$ cat src/rtl/microwave_power_controller_pkg.sv
// Shared types and helpers for the microwave power controller.
package microwave_power_controller_pkg;

  typedef enum logic [2:0] {
    ST_IDLE  = 3'd0,
    ST_SET   = 3'd1,
    ST_COOK  = 3'd2,
    ST_PAUSE = 3'd3,
    ST_DONE  = 3'd4
  } state_e;

  // Borrow wrap values: seconds-tens wraps to 5, every other digit to 9.
  localparam logic [3:0] SEC_TENS_MAX = 4'd5;
  localparam logic [3:0] DIGIT_MAX    = 4'd9;

  function automatic logic key_is_onehot(input logic [9:0] k);
    return (k != '0) && ((k & (k - 10'd1)) == '0);
  endfunction

  function automatic logic [3:0] key_to_bcd(input logic [9:0] k);
    logic [3:0] r;
    r = '0;
    for (int i = 0; i < 10; i++) if (k[i]) r = 4'(i);
    return r;
  endfunction

endpackage

$ cat src/rtl/microwave_bcd_countdown.sv
// MM:SS BCD time register: keypad shift-in, clear, and borrow-chain decrement.
module microwave_bcd_countdown
  import microwave_power_controller_pkg::*;
#(
  parameter int NUM_DIGITS = 4
) (
  input  logic                    i_clock,
  input  logic                    i_resetn,
  input  logic                    i_load,
  input  logic [3:0]              i_digit,
  input  logic                    i_clr,
  input  logic                    i_dec,
  output logic [4*NUM_DIGITS-1:0] o_digits,
  output logic                    o_zero,
  output logic                    o_dec_zero
);

  logic [NUM_DIGITS-1:0][3:0] r_d;
  logic [NUM_DIGITS-1:0][3:0] w_dec_val;
  logic [NUM_DIGITS-1:0]      w_brw;   // borrow into digit g

  for (genvar g = 0; g < NUM_DIGITS; g++) begin : g_dig
    localparam logic [3:0] WRAP = (g == 1) ? SEC_TENS_MAX : DIGIT_MAX;
    if (g == 0) begin : g_first
      assign w_brw[g] = 1'b1;
    end else begin : g_rest
      assign w_brw[g] = w_brw[g-1] && (r_d[g-1] == 4'd0);
    end
    assign w_dec_val[g] = !w_brw[g]           ? r_d[g] :
                          (r_d[g] == 4'd0)    ? WRAP   : r_d[g] - 4'd1;
  end

  // Digit register; load+clear together means "start fresh with this digit".
  always_ff @(posedge i_clock or negedge i_resetn) begin
    if (!i_resetn)              r_d <= '0;
    else if (i_load && i_clr)   r_d <= {{(NUM_DIGITS-1){4'd0}}, i_digit};
    else if (i_clr)             r_d <= '0;
    else if (i_load)            r_d <= {r_d[NUM_DIGITS-2:0], i_digit};
    else if (i_dec)             r_d <= w_dec_val;
  end

  assign o_digits   = r_d;
  assign o_zero     = (r_d == '0);
  assign o_dec_zero = (w_dec_val == '0);

endmodule

$ cat src/rtl/microwave_power_controller.sv
// Microwave controller top: FSM, second prescaler, power-slot PWM, edge detect.
module microwave_power_controller
  import microwave_power_controller_pkg::*;
#(
  parameter int NUM_DIGITS   = 4,
  parameter int CLKS_PER_SEC = 100,
  parameter int POWER_LEVELS = 10,
  parameter int DONE_CYCLES  = 300
) (
  input  logic                                i_clock,
  input  logic                                i_resetn,
  input  logic [9:0]                          i_keypad,
  input  logic                                i_startn,
  input  logic                                i_stopn,
  input  logic                                i_clearn,
  input  logic                                i_door_closed,
  input  logic                                i_power_key,
  output logic [4*NUM_DIGITS-1:0]             o_digits_bcd,
  output logic [$clog2(POWER_LEVELS+1)-1:0]   o_power_level,
  output logic                                o_mag_on,
  output logic                                o_done,
  output logic [2:0]                          o_state
);

  // Prescaler is split into (slot, sub) so the PWM slot needs no divider.
  localparam int SUB    = CLKS_PER_SEC / POWER_LEVELS;
  localparam int SUB_W  = (SUB > 1) ? $clog2(SUB) : 1;
  localparam int SLOT_W = (POWER_LEVELS > 1) ? $clog2(POWER_LEVELS) : 1;
  localparam int PL_W   = $clog2(POWER_LEVELS + 1);
  localparam int DC_W   = (DONE_CYCLES > 1) ? $clog2(DONE_CYCLES) : 1;

  localparam logic [SUB_W-1:0]  SUB_LAST  = SUB_W'(SUB - 1);
  localparam logic [SLOT_W-1:0] SLOT_LAST = SLOT_W'(POWER_LEVELS - 1);
  localparam logic [DC_W-1:0]   DC_LAST   = DC_W'(DONE_CYCLES - 1);
  localparam logic [PL_W-1:0]   PL_MAX    = PL_W'(POWER_LEVELS);

  state_e            r_state, w_nxt_state;
  logic [PL_W-1:0]   r_level, w_nxt_level;
  logic [SUB_W-1:0]  r_sub, w_nxt_sub;
  logic [SLOT_W-1:0] r_slot, w_nxt_slot;
  logic [DC_W-1:0]   r_dcnt, w_nxt_dcnt;
  logic              r_en;
  logic [9:0]        r_key_prev;
  logic              r_startn_prev, r_pwr_prev;

  logic w_key_ev, w_start_ev, w_pwr_ev, w_start_ok, w_tick;
  logic w_ld, w_clr, w_dec, w_zero, w_dec_zero;
  logic [PL_W-1:0] w_level_dn;

  assign w_key_ev   = (r_key_prev == '0) && key_is_onehot(i_keypad);
  assign w_start_ev = r_startn_prev && !i_startn;
  assign w_pwr_ev   = i_power_key && !r_pwr_prev;
  assign w_start_ok = w_start_ev && i_door_closed && !w_zero;
  assign w_tick     = (r_slot == SLOT_LAST) && (r_sub == SUB_LAST);
  assign w_level_dn = (r_level == PL_W'(1)) ? PL_MAX : r_level - PL_W'(1);

  microwave_bcd_countdown #(.NUM_DIGITS(NUM_DIGITS)) u_cnt (
    .i_clock    (i_clock),
    .i_resetn   (i_resetn),
    .i_load     (w_ld),
    .i_digit    (key_to_bcd(i_keypad)),
    .i_clr      (w_clr),
    .i_dec      (w_dec),
    .o_digits   (o_digits_bcd),
    .o_zero     (w_zero),
    .o_dec_zero (w_dec_zero)
  );

  // Next-state, counter and digit-control decode.
  always_comb begin
    w_nxt_state = r_state;
    w_nxt_level = r_level;
    w_nxt_sub   = r_sub;
    w_nxt_slot  = r_slot;
    w_nxt_dcnt  = r_dcnt;
    w_ld        = 1'b0;
    w_clr       = 1'b0;
    w_dec       = 1'b0;
    unique case (r_state)
      ST_IDLE: begin
        if (w_key_ev) begin
          w_ld        = 1'b1;
          w_nxt_state = ST_SET;
        end
        if (w_pwr_ev) w_nxt_level = w_level_dn;
      end
      ST_SET, ST_PAUSE: begin
        if (!i_clearn) begin
          w_clr       = 1'b1;
          w_nxt_level = PL_MAX;
          w_nxt_state = ST_IDLE;
        end else begin
          if (w_pwr_ev) w_nxt_level = w_level_dn;
          if (w_start_ok) begin
            w_nxt_state = ST_COOK;
            // Fresh cook restarts the second; resume keeps the partial one.
            if (r_state == ST_SET) begin
              w_nxt_sub  = '0;
              w_nxt_slot = '0;
            end
          end else if (w_key_ev && r_state == ST_SET) begin
            w_ld = 1'b1;
          end
        end
      end
      ST_COOK: begin
        if (!i_stopn || !i_door_closed) begin
          w_nxt_state = ST_PAUSE;
        end else if (w_tick) begin
          w_nxt_sub  = '0;
          w_nxt_slot = '0;
          w_dec      = 1'b1;
          if (w_dec_zero) begin
            w_nxt_state = ST_DONE;
            w_nxt_dcnt  = '0;
          end
        end else if (r_sub == SUB_LAST) begin
          w_nxt_sub  = '0;
          w_nxt_slot = r_slot + SLOT_W'(1);
        end else begin
          w_nxt_sub  = r_sub + SUB_W'(1);
        end
      end
      ST_DONE: begin
        if (!i_clearn) begin
          w_clr       = 1'b1;
          w_nxt_level = PL_MAX;
          w_nxt_state = ST_IDLE;
        end else if (w_key_ev) begin
          w_clr       = 1'b1;
          w_ld        = 1'b1;
          w_nxt_state = ST_SET;
        end else if (r_dcnt == DC_LAST) begin
          w_nxt_state = ST_IDLE;
        end else begin
          w_nxt_dcnt  = r_dcnt + DC_W'(1);
        end
      end
      default: w_nxt_state = ST_IDLE;
    endcase
  end

  // State, counters, PWM enable and input edge history.
  always_ff @(posedge i_clock or negedge i_resetn) begin
    if (!i_resetn) begin
      r_state       <= ST_IDLE;
      r_level       <= PL_MAX;
      r_sub         <= '0;
      r_slot        <= '0;
      r_dcnt        <= '0;
      r_en          <= 1'b0;
      r_key_prev    <= '0;
      r_startn_prev <= 1'b1;
      r_pwr_prev    <= 1'b0;
    end else begin
      r_state       <= w_nxt_state;
      r_level       <= w_nxt_level;
      r_sub         <= w_nxt_sub;
      r_slot        <= w_nxt_slot;
      r_dcnt        <= w_nxt_dcnt;
      r_en          <= (w_nxt_state == ST_COOK) && (PL_W'(w_nxt_slot) < w_nxt_level);
      r_key_prev    <= i_keypad;
      r_startn_prev <= i_startn;
      r_pwr_prev    <= i_power_key;
    end
  end

  // Door gating is combinational so opening the door cuts power immediately.
  assign o_mag_on      = r_en && i_door_closed;
  assign o_done        = (r_state == ST_DONE);
  assign o_state       = r_state;
  assign o_power_level = r_level;

endmodule

$ cat config.mk
export PLATFORM = sky130hd
export DESIGN_NAME = microwave_power_controller
export DESIGN_NICKNAME = d
export VERILOG_FILES = /design/src/rtl/microwave_power_controller_pkg.sv /design/src/rtl/microwave_bcd_countdown.sv /design/src/rtl/microwave_power_controller.sv
export SDC_FILE = /design/constraint.sdc
export NUM_CORES = 1
export LEC_CHECK = 0
export ABC_AREA = 1
export ABC_CLOCK_PERIOD_IN_PS = 4700
export CORE_MARGIN = 4
export CORE_UTILIZATION = 47
export DETAILED_ROUTE_END_ITERATION = 10
export GPL_ROUTABILITY_DRIVEN = 1
export MAX_ROUTING_LAYER = met4
export PLACE_DENSITY = 0.69
export SLEW_MARGIN = 15
export SYNTH_ARGS = -nofsm -noshare
export SYNTH_HDL_FRONTEND = slang
export SYNTH_SLANG_ARGS = --single-unit
$ cat constraint.sdc
create_clock -name i_clock -period 4.7 [get_ports i_clock]
set_clock_uncertainty 0.2 [all_clocks]
set_input_delay 1.41 -clock i_clock [delete_from_list [all_inputs] [get_ports i_clock]]
set_output_delay 1.41 -clock i_clock [all_outputs]
set_load 0.02 [all_outputs]
==> metrics.yaml, run 1 <==
run_status:
  status: "completed"
global_route:
  antenna_found_initial: 0
  grt_pass1_wl_um: 13800
  grt_pass1_vias: 3087
  track_usage_pct: 19.5
  grt_overflow_total: 0
  grt_max_degree: 39
critical_path:
  crit_chain: "clkdlybuf4s50_1 -> nand2_1 -> inv_1 -> clkdlybuf4s50_1"
  slowest_stage: "clkdlybuf4s50_1"
  r2r_slack_ns: 1.93
  worstSetupPathType: "in2out"
  timing.rr.start: "o_state[0]"
  required_ns: 3.09
  cp-start-kind: "input pin"
  crit_path_max_incr_delay_ns: 0.59
  rr_worst_depth: 10
  crit_top_cell: "clkdlybuf4s50_1"
  path_max_fanout: 3
  timing.rr.end: "u_cnt.o_digits[1]"
  cp.arrival_ns: 2.59
  cp-end-kind: "primary output"
synthesis:
  yosysSeqAreaShare_pct: 37.2
  synth_top_family_by_area: "simple AND/OR/NAND/NOR gates"
  synth.yosys.warnings: 0
  syn_area_um2: 3580
  synth_xor_xnor_area_share_pct: 1.71
  synthSimpleGateAreaFrac_pct: 40.9
  synthFlopType: "dfrtp_1"
  ys_seq_elements: 53
  synth_compound_area_share_pct: 8.15
  ys_async_sr_fraction_pct: 100
  syn_inst: 512
  synth.distinct_cells: 46
  synth-edff-count: 0
  synthMuxAreaShare_pct: 0.280
  syn_avg_cell_area_um2: 6.98
  synth_fp_nets: 539
  synthAdderAreaFrac_pct: 3.50
detailed_routing:
  drt-initial-drc-count: 124
  post_drt_via_cell_ratio: 5.03
  wl_per_cell_um: 12.3
  routed_wl_um: 8000
  postRouteAntennaNets: 0
  dr.pass1.iters: 6
  drc: 0
  vias: 3278
clock_network:
  cts_tree: "yes"
  hold_buffers: 0
  cts_max_level: 2
  path_clk_slew_ns: 0.10
  clockRootBuffer: "clkbuf_8"
  cts_resized: 0
  cts_buffers: 5
  cts_sinks: 53
  max-clock-path-buffers: 2
  cts_setup_buffers: 0
  clock_latency_ns: 0.31
power:
  p_sw_share_pct: 47.0
  ir_worst_vdd_uv: 275
  power_mw: 2.06
  powerDensity_nw_per_um2: 496
  pwr-share-comb_pct: 53.6
  seqPwrFrac_pct: 33.1
  p_leak_nw: 2.14
  p_switching_mw: 0.966
  p_clk_share_pct: 13.3
  p_int_mw: 1.09
hold_path:
  holdPathStages: 1
  holdCritStartpoint: "r_sub[0]"
  min-delay-path-class: "reg2reg"
  whs_endpoint: "r_sub[0]"
sta:
  final-setup-viol-count: 0
  rsz0062_at_grt: "no"
  fin_tns_setup_ns: 0
  hold_viol: 0
  slew_headroom_pct: 44.0
  period_share_pct: 89.3
  final-max-slew-violation-count: 0
  worst_pin_slew_ns: 0.840
  layout_min_cycle_time_ns: 4.20
  fmax_mhz: 238
  hold_slack_ns: 0.352
finish:
  syn2layout_area_growth_pct: 15.9
  nNetsFinal: 579
  n_antenna_cell: 0
  drive_gt1_share_pct: 7.78
  num-fill-cells: 722
placement:
  portBuffers: 41
  place.gp.congestion: 0.899
  dp_hpwl_um: 6030
floorplanning:
  dieArea_um2: 9070
  fp-row-count: 31
  die_w_um: 95.2
  dieHeight_um: 95.2
  pin_count: 42
  fp.coreArea_um2: 7330
  initial_core_util_pct: 48.8
run:
  drv_cap: 0
-- flip-flops by register name, indices dropped and copies added (netlist names), 3 cells and up --
register        cells
u_cnt.o_digits     16
r_key_prev         10
r_dcnt              9
o_power_level       4
r_slot              4
r_sub               4
o_state             3
-- kinds of logic (layout without fill, tap and decap cells) --
group / Yosys count / after routing
XOR/XNOR: 7 / 7
buffers and inverters: 71 / 112
flip-flops: 53 / 53
multiplexers: 1 / 1
AND/OR/NAND/NOR: 320 / 320
AO/OA/AOI/OAI: 50 / 50
adder cells (fa/ha/maj): 10 / 10
-- layer usage --
| metal | global-route usage [%] | part of all wire (%) |
|---|---|---|
| met5 | - | 0 |
| met3 | 2.84 | 3.6 |
| met4 | 5.29 | 1.4 |
| met2 | 30.4 | 46 |
| met1 | 26.5 | 49 |
-- area by class of cell --
| class | instances | area (um^2) | area share [%] |
|---|---|---|---|
| tap | 99 | 124 | 2.99 |
| multi-input combinational | 388 | 1950 | 47.0 |
| clock inverter | 3 | 25.0 | 0.604 |
| clock buffer | 5 | 68.8 | 1.66 |
| inverter | 62 | 235 | 5.67 |
| sequential | 53 | 1330 | 32.1 |
| timing repair buffer | 42 | 413 | 9.96 |
-- worst max-delay path, delay by kind of cell --
| kind | cells | cell delay, ns |
|---|---|---|
| buffers and inverters | 3 | 1.13 |
| AND/OR/NAND/NOR | 1 | 0.05 |
-- cells in the mapped netlist (2+ instances only) --
| cell type | instances | area (um^2) |
|---|---|---|
| clkinv_1 | 3 | 11.3 |
| nand3_2 | 2 | 20.0 |
| nand2_2 | 5 | 31.3 |
| inv_2 | 4 | 15.0 |
| xor2_1 | 7 | 61.3 |
| nand2_4 | 4 | 45.0 |
| dfstp_2 | 3 | 78.8 |
| a21oi_1 | 14 | 70.1 |
| nor3_1 | 7 | 35.0 |
| ha_1 | 10 | 125 |
| o21ai_0 | 17 | 85.1 |
| nor2_1 | 50 | 188 |
| clkbuf_1 | 4 | 15.0 |
| inv_1 | 54 | 203 |
| o211ai_1 | 2 | 15.0 |
| buf_6 | 3 | 33.8 |
| dfrtp_1 | 50 | 1250 |
| nand3_1 | 61 | 305 |
| nand3b_1 | 5 | 37.5 |
| nand4_1 | 6 | 37.5 |
| nand2_1 | 163 | 612 |
| o21ai_1 | 7 | 35.0 |
| nor2_4 | 3 | 33.8 |
| or2_2 | 2 | 12.5 |
| nor2_2 | 5 | 31.3 |
-- through the flow --
stage                     utilization [%]  setup WS [ns]  instances  area [um^2]
after floorplan                         -           1.51        512         3580
after global placement               55.3          0.503        644         4050
after detailed placement             55.3          0.495        644         4050
after CTS                            56.5          0.491        652         4150
after global routing                 56.5          0.452        652         4150
final                                56.5          0.501        652         4150
-- power by group through the flow --
stage	Sequential, mW	Clock [mW]	Combinational (mW)
after CTS	0.680	0.280	1.11
after detailed placement	0.687	0	1.10
after floorplan	0.736	0	0.725
final	0.680	0.273	1.10
after global placement	0.685	0	1.09
after global routing	0.702	0.298	1.25
-- cells in the final DEF, fill, tap and decap left out, types with 2 or more instances in the layout --
master / instances
inv_1: 54
or2_2: 2
nand2_1: 163
o211ai_1: 2
nor3_1: 7
ha_1: 10
clkbuf_8: 5
o21ai_1: 7
nand2_2: 5
xor2_1: 7
nand4_1: 6
o21ai_0: 17
nor2_4: 3
nand3b_1: 5
a21oi_1: 14
nand3_2: 2
inv_2: 4
clkinv_1: 3
dfrtp_1: 50
nand3_1: 61
clkdlybuf4s50_1: 40
dfstp_2: 3
nor2_1: 50
nand2_4: 4
nor2_2: 5
-- how the worst max path moves through the flow --
stage	start	to	slack (ns)
floorplan	i_door_closed	o_mag_on	1.51
global placement	i_door_closed	o_mag_on	0.50
detailed placement	i_door_closed	o_mag_on	0.50
CTS	i_door_closed	o_mag_on	0.49
global route	i_door_closed	o_mag_on	0.45
finish	i_door_closed	o_mag_on	0.50
Power figures use the tool's default switching activity.
==> inputs of run 2 (changes only) <==
--- a/config.mk
+++ b/config.mk
@@ -7,12 +7,16 @@
 export LEC_CHECK = 0
 export ABC_AREA = 1
 export ABC_CLOCK_PERIOD_IN_PS = 4700
+export CELL_PAD_IN_SITES_DETAIL_PLACEMENT = 0
+export CELL_PAD_IN_SITES_GLOBAL_PLACEMENT = 1
 export CORE_MARGIN = 4
 export CORE_UTILIZATION = 47
+export CTS_BUF_LIST = sky130_fd_sc_hd__clkbuf_8 sky130_fd_sc_hd__clkbuf_16
 export DETAILED_ROUTE_END_ITERATION = 10
+export DONT_BUFFER_PORTS = 1
 export GPL_ROUTABILITY_DRIVEN = 1
 export MAX_ROUTING_LAYER = met4
-export PLACE_DENSITY = 0.69
+export PLACE_DENSITY_LB_ADDON = 0.1
 export SLEW_MARGIN = 15
 export SYNTH_ARGS = -nofsm -noshare
 export SYNTH_HDL_FRONTEND = slang
==> run 2 against run 1 <==
Against the previous run:
- combinational power decreased by 19%
- largest power group unchanged
- final cell count decreased by 6.4%
- critical path type is now reg2out
- sequential power increased by 14%
==> metrics.yaml, run 2 (synthesized netlist as in run 1, its figures left out) <==
power:
  powerDensity_nw_per_um2: 537
  ir_worst_vdd_uv: 172
  p_leak_nw: 2.00
  power_mw: 2.03
placement:
  place.gp.congestion: 0.881
  dp_hpwl_um: 6610
  place_inst: 602
  portBuffers: 0
  dp_slack_ns: 1.16
sta:
  final-setup-viol-count: 0
  hold_viol: 0
  layout_min_cycle_time_ns: 3.36
  finalWorstSetupSlack_ns: 1.34
  worst_pin_slew_ns: 0.735
  fmax_mhz: 298
  fin_tns_setup_ns: 0
  slew_headroom_pct: 50.9
  rsz0062_at_grt: "no"
  period_share_pct: 71.5
  final-max-slew-violation-count: 0
floorplanning:
  initial_core_util_pct: 48.8
  dieArea_um2: 9070
  fp.coreArea_um2: 7330
  fp-row-count: 31
  pin_count: 42
  die_w_um: 95.2
  dieHeight_um: 95.2
clock_network:
  cts_max_level: 2
  path_clk_slew_ns: 0.10
  cts_tree: "yes"
  cts_resized: 0
  clock_latency_ns: 0.31
  hold_buffers: 0
  cts_setup_buffers: 0
  clockRootBuffer: "clkbuf_8"
  cts_sinks: 53
  cts_buffers: 5
  max-clock-path-buffers: 2
critical_path:
  worstSetupPathType: "reg2out"
  rr_worst_depth: 11
  timing.rr.start: "o_state[0]"
  timing.rr.end: "u_cnt.o_digits[11]"
  crit_chain: "nor2_1 -> nand2_1 -> inv_1"
  path_max_fanout: 11
  required_ns: 3.09
  r2r_slack_ns: 1.81
  cp-end-kind: "primary output"
  slowest_stage: "dfrtp_1"
  crit_path_max_incr_delay_ns: 0.52
  cp-start-kind: "register"
  cp.arrival_ns: 1.75
global_route:
  grt_pass1_vias: 3104
  antenna_found_initial: 0
  grt_overflow_total: 0
  grt_pass1_wl_um: 14900
  grt_max_degree: 54
  track_usage_pct: 21.4
detailed_routing:
  drt-initial-drc-count: 77
  vias: 3134
  postRouteAntennaNets: 0
  dr.pass1.iters: 4
  post_drt_via_cell_ratio: 5.14
  drc: 0
  routed_wl_um: 8590
  wl_per_cell_um: 14.1
run:
  drv_cap: 0
hold_path:
  holdPathStages: 1
  holdCritStartpoint: "r_sub[0]"
  min-delay-path-class: "reg2reg"
  whs_endpoint: "r_sub[0]"
finish:
  syn2layout_area_growth_pct: 5.49
  num-fill-cells: 726
  nNetsFinal: 537
  layoutNonFillerInstCount: 610
  final_cell_mix: "163 x nand2_1, 61 x nand3_1, 54 x inv_1"
  largest_reg_flops: 16
  n_antenna_cell: 0
  drive_gt1_share_pct: 8.02
  final_common_cell: "nand2_1"
  fin_util_pct: 51.5
run_status:
  status: "completed"
## run 2: changes by cell type in the layout (fill, tap and decap cells not counted), sizes merged
cell and change:
bufinv +2, clkdlybuf4s50 -40, buf -2, inv -1, clkinvlp -1
## run 2: cell type report
type	count	area, um^2	share of cell area [%]
clock buffer	5	68.8	1.82
clock inverter	3	65.1	1.72
inverter	62	235	6.24
multi-input combinational	388	1950	51.7
sequential	53	1330	35.3
tap	99	124	3.28
## run 2: critical path, delay by kind of cell, from the launching register on
family        cells  cell delay, ns
buf+inv           1            0.33
simple gates      2            0.58
flops             1            0.52
## run 2: worst max-delay path by stage
| stage | startpoint | to | slack, ns | cells after the start |
|---|---|---|---|---|
| floorplan | i_door_closed | o_mag_on | 1.51 | 2 |
| global placement | i_keypad[0] | u_cnt.o_digits[1] | 1.20 | 13 |
| detailed placement | i_keypad[0] | u_cnt.o_digits[3] | 1.16 | 13 |
| CTS | o_state[0] | o_done | 1.32 | 3 |
| global route | o_state[0] | o_done | 1.18 | 3 |
| finish | o_state[0] | o_done | 1.34 | 3 |
## run 2: where the power goes
part | total, mW | leakage [nW] | internal, mW | switching (mW)
registers | 0.772 | 0.682 | 0.555 | 0.218
clock network | 0.367 | 0.0681 | 0.212 | 0.156
logic | 0.886 | 1.25 | 0.308 | 0.578
total | 2.03 | 2.00 | 1.07 | 0.951
## run 2: through the flow
stage / hold WS [ns] / area (um^2)
finish: 0.345 / 3770
global route: 0.391 / 3770
CTS: 0.346 / 3770
detailed placement: 0.331 / 3640
global placement: 0.326 / 3640
floorplan: 0.303 / 3580
## run 2: metal layers
layer	GRT usage [%]	routed length (um)
met5	-	0
met1	27.3	3970
met2	35.5	4100
met4	4.69	112
met3	4.18	416
==> inputs of run 3 (changes only) <==
--- a/config.mk
+++ b/config.mk
@@ -6,11 +6,11 @@
 export NUM_CORES = 1
 export LEC_CHECK = 0
 export ABC_AREA = 1
-export ABC_CLOCK_PERIOD_IN_PS = 4700
+export ABC_CLOCK_PERIOD_IN_PS = 3100
 export CELL_PAD_IN_SITES_DETAIL_PLACEMENT = 0
 export CELL_PAD_IN_SITES_GLOBAL_PLACEMENT = 1
 export CORE_MARGIN = 4
-export CORE_UTILIZATION = 47
+export CORE_UTILIZATION = 46
 export CTS_BUF_LIST = sky130_fd_sc_hd__clkbuf_8 sky130_fd_sc_hd__clkbuf_16
 export DETAILED_ROUTE_END_ITERATION = 10
 export DONT_BUFFER_PORTS = 1
==> constraint.sdc (replaced) <==
create_clock -name i_clock -period 3.1 [get_ports i_clock]
set_clock_uncertainty 0.2 [all_clocks]
set_input_delay 0.93 -clock i_clock [delete_from_list [all_inputs] [get_ports i_clock]]
set_output_delay 0.93 -clock i_clock [all_outputs]
set_load 0.02 [all_outputs]
==> run 3 against run 2 <==
Against the previous run:
- setup slack worse by 0.98 ns
- clock power increased by 17%
- hold slack worse by 0.26 ns
- cell area up 3.2%
- critical path type unchanged
- critical endpoint unchanged
==> metrics.yaml, run 3 (synthesized netlist as in run 1, its figures left out) <==
finish:
  nNetsFinal: 558
  n_antenna_cell: 0
  final_common_cell: "nand2_1"
  largest_reg_flops: 16
  drive_gt1_share_pct: 11.7
  final_cell_mix: "163 x nand2_1, 61 x nand3_1, 54 x inv_1"
  syn2layout_area_growth_pct: 8.82
  design_area_um2: 3890
  fin_util_pct: 52.5
power:
  ir_worst_vdd_uv: 472
  p_leak_nw: 2.09
  powerDensity_nw_per_um2: 782
  power_mw: 3.04
sta:
  slew_headroom_pct: 76.1
  layout_min_cycle_time_ns: 2.74
  worst_pin_slew_ns: 0.354
  rsz0062_at_grt: "no"
  final-setup-viol-count: 0
  fin_tns_setup_ns: 0
  period_share_pct: 88.4
  final-max-slew-violation-count: 0
  hold_viol: 0
  fmax_mhz: 365
detailed_routing:
  route.layer.met1.wl_um: 4090
  route.met2.wl_um: 4030
  postRouteAntennaNets: 0
  vias: 3287
  top_layer: "met4"
  dr_wl_met3_um: 540
  drt-initial-drc-count: 105
  dr.pass1.iters: 4
  post_drt_via_cell_ratio: 5.21
  drc: 0
  wl_per_cell_um: 13.9
  routed_wl_um: 8760
floorplanning:
  initial_core_util_pct: 48.3
  die_w_um: 96.2
  dieHeight_um: 96.2
  fp.coreArea_um2: 7410
  dieArea_um2: 9250
  pin_count: 42
  fp-row-count: 31
global_route:
  track_usage_pct: 21.2
  antenna_found_initial: 0
  grt_max_degree: 54
  grt_pass1_vias: 3216
  grt_pass1_wl_um: 15000
  grt_overflow_total: 0
clock_network:
  cts_sinks: 53
  cts_buffers: 5
  max-clock-path-buffers: 2
  path_clk_slew_ns: 0.11
  cts_setup_buffers: 0
  cts_tree: "yes"
  hold_buffers: 0
  clock_latency_ns: 0.32
  clockRootBuffer: "clkbuf_8"
  cts_max_level: 2
  cts_resized: 0
placement:
  dp_hpwl_um: 6690
  portBuffers: 0
  place.gp.congestion: 0.881
  place_area_um2: 3800
run:
  drv_cap: 0
critical_path:
  path_max_fanout: 10
  required_ns: 1.97
  cp_top_family: "flip-flops"
  crit_chain: "nor2_1 -> nand2_1 -> buf_4 -> inv_1"
  cp.arrival_ns: 1.61
  slowest_stage: "dfrtp_1"
  cp_num_buf_inv: 2
  cp-start-kind: "register"
  cp-end-kind: "primary output"
  crit_path_max_incr_delay_ns: 0.52
  worstSetupPathType: "reg2out"
run_status:
  status: "completed"
hold_path:
  min-delay-path-class: "in2async"
## run 3: routing by layer
layer | GRT usage [%] | vias up
li1 | - | 1685
met1 | 27.8 | 1528
met2 | 33.2 | 66
met3 | 4.69 | 8
met4 | 5.69 | 0
met5 | - | -
## run 3: report_power, final
part	total (mW)	switching [mW]	internal [mW]	leakage (nW)
registers	1.02	0.174	0.843	0.682
clock network	0.430	0.265	0.166	0.0487
logic	1.60	1.05	0.548	1.36
## run 3: per-stage QoR
stage | hold WS [ns] | setup slack, ns | std cells
2_1_floorplan | 0.303 | 0.485 | 512
3_3_place_gp | 0.320 | 0.296 | 623
3_5_place_dp | 0.353 | 0.262 | 623
4_1_cts | 0.0753 | 0.344 | 631
5_1_grt | 0.0600 | 0.215 | 631
6_report | 0.0879 | 0.361 | 631
## run 3: cell type report
class | instances | area (um^2)
Tap cell | 99 | 124
Clock inverter | 3 | 26.3
Sequential cell | 53 | 1330
Multi-Input combinational cell | 388 | 1950
Clock buffer | 5 | 68.8
Fill cell | 780 | 3520
Timing Repair Buffer | 21 | 158
Inverter | 62 | 235
## run 3: path summary, 6_finish.rpt
| check | endpoint | start | slack [ns] | depth (start not counted) |
|---|---|---|---|---|
| worst max-delay path | o_done | o_state[0] | 0.36 | 4 |
| min in group i_clock | r_sub[0] | r_sub[0] | 0.35 | 1 |
| worst max register to register | r_en | o_state[2] | 0.53 | 15 |
| worst min register to register | r_sub[0] | r_sub[0] | 0.35 | 1 |
| worst min-delay path | r_key_prev[4] | i_resetn | 0.09 | 0 |
| max in group asynchronous | o_power_level[1] | i_resetn | 2.41 | 0 |
